## config.mk

```make
export PLATFORM = sky130hd
export DESIGN_NAME = stack_call_unit
export DESIGN_NICKNAME = d
export VERILOG_FILES = /design/src/rtl/stack_call_unit.sv
export SDC_FILE = /design/constraint.sdc
export NUM_CORES = 1
export LEC_CHECK = 0
export CAP_MARGIN = 40
export CELL_PAD_IN_SITES_DETAIL_PLACEMENT = 2
export CELL_PAD_IN_SITES_GLOBAL_PLACEMENT = 2
export CORE_MARGIN = 4
export CORE_UTILIZATION = 27
export CTS_CLUSTER_SIZE = 20
export DETAILED_ROUTE_END_ITERATION = 10
export GPL_TIMING_DRIVEN = 0
export PLACE_DENSITY = 0.76
export SYNTH_ARGS = -nofsm -noshare
export SYNTH_HDL_FRONTEND = slang
export SYNTH_SLANG_ARGS = --single-unit
```

## constraint.sdc

```tcl
create_clock -name i_Clk -period 1.6 [get_ports i_Clk]
set_input_delay 0.32 -clock i_Clk [delete_from_list [all_inputs] [get_ports i_Clk]]
set_output_delay 0.32 -clock i_Clk [all_outputs]
set_load 0.01 [all_outputs]
```

## src/rtl/stack_call_unit.sv

```systemverilog
// stack_call_unit: call/return sequencer in front of the hardware stack.
// Expands CALL/RET/INT/RETI requests into single-cycle PUSH/POP commands and
// returns popped PC/flags with a one-cycle done pulse.
// Optional depth guard: define STACK_GUARD_EN to reject over/underflowing
// requests with an o_fault pulse instead of touching the stack.

package stack_pkg;
  typedef enum logic [1:0] {
    COM_NOP  = 2'b00,
    COM_PUSH = 2'b01,
    COM_POP  = 2'b10
  } command_t;
endpackage

module stack_call_unit
  import stack_pkg::*;
#(
  parameter int unsigned DATA_W = 16,
  parameter int unsigned DEPTH  = 256
) (
  input  logic              i_Clk,
  input  logic              i_Reset_n,
  input  logic              i_req_valid,
  output logic              o_req_ready,
  input  logic [1:0]        i_req_op,
  input  logic [DATA_W-1:0] i_ret_addr,
  input  logic [DATA_W-1:0] i_flags,
  output logic              o_done,
  output logic [DATA_W-1:0] o_pc,
  output logic [DATA_W-1:0] o_flags,
  output logic              o_flags_valid,
  output command_t          o_stk_command,
  output logic [DATA_W-1:0] o_stk_data,
  input  logic [DATA_W-1:0] i_stk_data,
  output logic              o_fault
);

  localparam logic [1:0] OpCall = 2'b00;
  localparam logic [1:0] OpRet  = 2'b01;
  localparam logic [1:0] OpInt  = 2'b10;
  localparam logic [1:0] OpReti = 2'b11;

  // RETI needs two words on the stack, so anything smaller is meaningless.
  if (DEPTH < 2) begin : g_bad_depth
    $error("stack_call_unit: DEPTH must be at least 2");
  end

  typedef enum logic [2:0] {
    StIdle,
    StPush1,
    StPush2,
    StPop1,
    StCap1,
    StPop2,
    StCap2,
    StDone
  } state_t;

  state_t            state_q;
  logic [1:0]        op_q;
  logic [DATA_W-1:0] addr_q;
  logic [DATA_W-1:0] flags_q;
  logic              reject;

`ifdef STACK_GUARD_EN
  localparam int unsigned DepthW = $clog2(DEPTH + 1);

  logic [DepthW-1:0] depth_q;

  // Shadow depth tracks the commands actually issued to the stack.
  always_ff @(posedge i_Clk or negedge i_Reset_n) begin
    if (!i_Reset_n) begin
      depth_q <= '0;
    end else if (o_stk_command == COM_PUSH) begin
      depth_q <= depth_q + 1'b1;
    end else if (o_stk_command == COM_POP) begin
      depth_q <= depth_q - 1'b1;
    end
  end

  // Reject any request that would overflow or underflow the stack.
  always_comb begin
    reject = 1'b0;
    unique case (i_req_op)
      OpCall:  reject = (32'(depth_q) + 32'd1) > DEPTH;
      OpInt:   reject = (32'(depth_q) + 32'd2) > DEPTH;
      OpRet:   reject = 32'(depth_q) < 32'd1;
      default: reject = 32'(depth_q) < 32'd2;
    endcase
  end
`else
  assign reject = 1'b0;
`endif

  // Sequencer: all outputs are registered and set on entry to the next state.
  always_ff @(posedge i_Clk or negedge i_Reset_n) begin
    if (!i_Reset_n) begin
      state_q       <= StIdle;
      op_q          <= OpCall;
      addr_q        <= '0;
      flags_q       <= '0;
      o_req_ready   <= 1'b1;
      o_done        <= 1'b0;
      o_flags_valid <= 1'b0;
      o_fault       <= 1'b0;
      o_stk_command <= COM_NOP;
      o_stk_data    <= '0;
      o_pc          <= '0;
      o_flags       <= '0;
    end else begin
      o_done        <= 1'b0;
      o_flags_valid <= 1'b0;
      o_fault       <= 1'b0;
      o_stk_command <= COM_NOP;
      unique case (state_q)
        StIdle: begin
          if (i_req_valid) begin
            op_q        <= i_req_op;
            addr_q      <= i_ret_addr;
            flags_q     <= i_flags;
            o_req_ready <= 1'b0;
            if (reject) begin
              state_q <= StDone;
              o_done  <= 1'b1;
              o_fault <= 1'b1;
            end else if (i_req_op == OpCall || i_req_op == OpInt) begin
              state_q       <= StPush1;
              o_stk_command <= COM_PUSH;
              o_stk_data    <= i_ret_addr;
            end else begin
              state_q       <= StPop1;
              o_stk_command <= COM_POP;
            end
          end
        end
        StPush1: begin
          if (op_q == OpInt) begin
            state_q       <= StPush2;
            o_stk_command <= COM_PUSH;
            o_stk_data    <= flags_q;
          end else begin
            state_q <= StDone;
            o_done  <= 1'b1;
          end
        end
        StPush2: begin
          state_q <= StDone;
          o_done  <= 1'b1;
        end
        StPop1: begin
          state_q <= StCap1;
        end
        StCap1: begin
          // Flags were pushed last by INT, so RETI sees them first.
          if (op_q == OpReti) begin
            o_flags       <= i_stk_data;
            state_q       <= StPop2;
            o_stk_command <= COM_POP;
          end else begin
            o_pc    <= i_stk_data;
            state_q <= StDone;
            o_done  <= 1'b1;
          end
        end
        StPop2: begin
          state_q <= StCap2;
        end
        StCap2: begin
          o_pc          <= i_stk_data;
          state_q       <= StDone;
          o_done        <= 1'b1;
          o_flags_valid <= 1'b1;
        end
        StDone: begin
          state_q     <= StIdle;
          o_req_ready <= 1'b1;
        end
        default: begin
          state_q     <= StIdle;
          o_req_ready <= 1'b1;
        end
      endcase
    end
  end

endmodule
```

==> impl_metrics.env <==
export IMPL_status="finished, violations left"
export IMPL_violations="setup timing"
export IMPL_syn_area_per_cell_um2=15.9
export IMPL_htreeDepth=3
export IMPL_gp_congestion=0.706
export IMPL_combPwrFrac_pct=46.4
export IMPL_cts_tree="done"
export IMPL_ys_types=33
export IMPL_p_sw_mw=2.97
export IMPL_power_density_nw_per_um2=1860
export IMPL_p_sw_share_pct=29.1
export IMPL_period_needed_ps=1810
export IMPL_synth_top_area_cell="dfrtp_1"
export IMPL_drc_errors=0
export IMPL_internal_power_mw=7.21
export IMPL_max_freq_mhz=552
export IMPL_setup_viol=63
export IMPL_post_route_util_pct=48.2
export IMPL_syn_nets=249
export IMPL_yosysSeqAreaShare_pct=59.3
export IMPL_first_pass_iters=3
export IMPL_cts_reportedPaths_clkPinSlew_ps=60
export IMPL_clockPowerShare_pct=21.1
export IMPL_dp_slack_ps=-508
export IMPL_hp_class="input pin to asynchronous set/reset pin"
export IMPL_root_buffer="clkbuf_16"
export IMPL_synth_top_area_share_pct=58.5
export IMPL_clkSinkCount=74
export IMPL_nets=398
export IMPL_routed_via_density=4.50
export IMPL_cpMostUsedCell="buf_12"
export IMPL_crit_chain="buf_6 -> nor4b_4 -> a32o_2 -> buf_8 -> buf_12 -> buf_12 -> mux2_4"
export IMPL_drtIter0Drc=53
export IMPL_start_kind="register"
export IMPL_max_stage_delay_ps=410
export IMPL_slew_viol_final=0
export IMPL_synthArstFlopShare_pct=100
export IMPL_instances_no_fill=493
export IMPL_grt_pass1_vias=2590
export IMPL_drive_gt1_share_pct=42.6
export IMPL_fp_dieArea_um2=13400
export IMPL_detail_route_antenna_nets=0
export IMPL_grt_antenna_before_repair=0
export IMPL_cp_arrival_ps=2020
export IMPL_dp_cells=445
export IMPL_crit_type="register to register"
export IMPL_io_pins=107
export IMPL_syn_area_um2=3120
export IMPL_grt_overflow=0
export IMPL_insertion_delay_ps=330
export IMPL_initial_utilization_pct=27.5
export IMPL_drv_cap=0
export IMPL_portBuffers=105
export IMPL_synth_seq_cells=74
export IMPL_wirelength_um=9720
export IMPL_n_antenna_cell=0
export IMPL_finalHoldViolCount=0
export IMPL_clock_path_buffers=2
export IMPL_grt_pass1_wl_um=14800
export IMPL_cts_buffers=9
export IMPL_synth_edf_count=0
export IMPL_dieWidth_um=116
export IMPL_yosysWarnings=0
export IMPL_crit_family="buffers and inverters"
export IMPL_netlist_instances=196
export IMPL_cp_max_fo=4
export IMPL_leakage_nw=2.65
export IMPL_tns_ps=-7860
export IMPL_rows=39
export IMPL_wire_per_inst_um=19.7
export IMPL_final_period_utilization_pct=113
export IMPL_crit_path_end_kind="register"
export IMPL_irDropWorstVdd_uv=722
export IMPL_critical_path_buf_inv_count=4
export IMPL_num_vias=2219
export IMPL_grt_total_usage_pct=14.6
export IMPL_finClkSkew_ps=7.46
export IMPL_power_frac_seq_pct=32.4
export IMPL_area_growth_pct=75.6
export IMPL_core_area_um2=11400
export IMPL_fin_ws_ps=-211
export IMPL_ys_flop_type="dfrtp_1"
export IMPL_post_synth_main_area_contributors="dfrtp_1 (58%), mux2_2 (23%), mux2_4 (4.3%)"
export IMPL_place_hpwl_um=5810
export IMPL_cp_slowest_cell="dfrtp_1"
export IMPL_die_y_um=116
export IMPL_required_ps=1810
export IMPL_grt_max_degree=56
export IMPL_rsz0062_at_grt="true"
## path summary, 6_finish.rpt
check | startpoint | end | slack, ps | depth (start not counted)
setup reg to reg | state_q[2] | o_stk_data[3] | -210 | 7
hold / removal | i_Reset_n | o_stk_data[5] | 430 | 2
hold reg to reg | flags_q[15] | flags_q[15] | 510 | 1
min in group i_Clk | flags_q[15] | flags_q[15] | 510 | 1
setup / recovery | state_q[2] | o_stk_data[3] | -210 | 7
max in group asynchronous | i_Reset_n | flags_q[8] | 600 | 3
## area by class of cell
class / instances / area (µm²)
timing repair buffer: 139 / 1570
multi-input combinational: 108 / 1430
sequential: 74 / 1850
inverter: 2 / 7.51
tap: 143 / 179
buffer: 11 / 140
clock inverter: 5 / 78.8
fill: 1092 / 5890
clock buffer: 11 / 233
## worst reg2reg max path, stage by stage (launching register included)
cell and delay (ps):
dfrtp_1 410, buf_6 150, nor4b_4 300, a32o_2 200, buf_8 120, buf_12 110, buf_12 110, mux2_4 300
## flip-flops by register name, indices dropped and copies added (netlist names)
signal         count
o_flags_valid      1
state_q            3
o_stk_data        16
o_done             1
o_stk_command      2
o_flags           16
op_q               2
flags_q           16
o_pc              16
o_req_ready        1
## cell usage after synthesis, drive strengths merged, types with 2 or more instances
master / count
nand2: 3
dfrtp: 73
buf: 10
o21ai: 2
mux2: 81
clkbuf: 2
nand2b: 2
inv: 2
nor3b: 2
a21oi: 3
## power by group through the flow
stage / clock, mW / combinational, mW / sequential [mW]
after detailed placement: 0 / 3.64 / 3.28
after global routing: 2.31 / 5.03 / 3.43
final: 2.15 / 4.73 / 3.30
after global placement: 0 / 3.53 / 3.23
after floorplan: 0 / 1.56 / 3.48
after CTS: 2.21 / 4.62 / 3.30
## layer usage
metal | share of wire, % | routed length (µm) | vias to the layer above | GRT usage (%)
li1 | - | - | 997 | -
met1 | 42 | 4070 | 1130 | 18.0
met2 | 49 | 4770 | 81 | 24.0
met3 | 7.7 | 751 | 11 | 5.22
met4 | 1.2 | 121 | 0 | 4.77
met5 | 0 | 0 | - | 0
## stage by stage
| step | area [µm²] | hold slack (ps) | power [mW] |
|---|---|---|---|
| after global routing | 5480 | 457 | 10.8 |
| after CTS | 5340 | 436 | 10.1 |
| after detailed placement | 4390 | 237 | 6.92 |
| after global placement | 4370 | 475 | 6.77 |
| after floorplan | 3140 | 24.4 | 5.04 |
| final | 5480 | 434 | 10.2 |
## timing repair
| action | 4_1_cts | 5_1_grt |
|---|---|---|
| gates resized for setup | 89 | 43 |
| hold buffers | 1 | 0 |
| pin swaps | 3 | 3 |
| setup endpoints to repair | 64 | 89 |
| buffers inserted | 24 | 5 |
| cloned | 4 | 1 |
| endpoints found under the hold margin | 18 | 0 |
## cells in the final DEF, fill, tap and decap left out, types with 2 or more instances in the layout
cell | synthesis | layout
nor3b_4 | 2 | 2
a21oi_1 | 3 | 3
buf_12 | 1 | 9
clkbuf_16 | 0 | 10
inv_1 | 2 | 2
buf_4 | 5 | 8
clkdlybuf4s50_1 | 0 | 80
buf_16 | 0 | 2
mux2_2 | 63 | 7
clkinv_2 | 0 | 2
clkbuf_1 | 2 | 3
dlymetal6s2s_1 | 0 | 21
nand2_1 | 3 | 2
dfrtp_1 | 73 | 73
buf_8 | 1 | 5
bufinv_16 | 0 | 2
buf_6 | 2 | 18
dlygate4sd2_1 | 0 | 3
mux2_4 | 9 | 74
## kinds of logic after synthesis
family                 after synthesis  synth area share, %
DFF                                 74                 59.3
AOI/OAI and AO/OA                   12                 2.76
muxes                               81                 30.3
other                                1                0.120
and+or+nand+nor                     14                 3.81
buffers and inverters               14                 3.69
No activity file was read; power rests on OpenSTA's default activity.
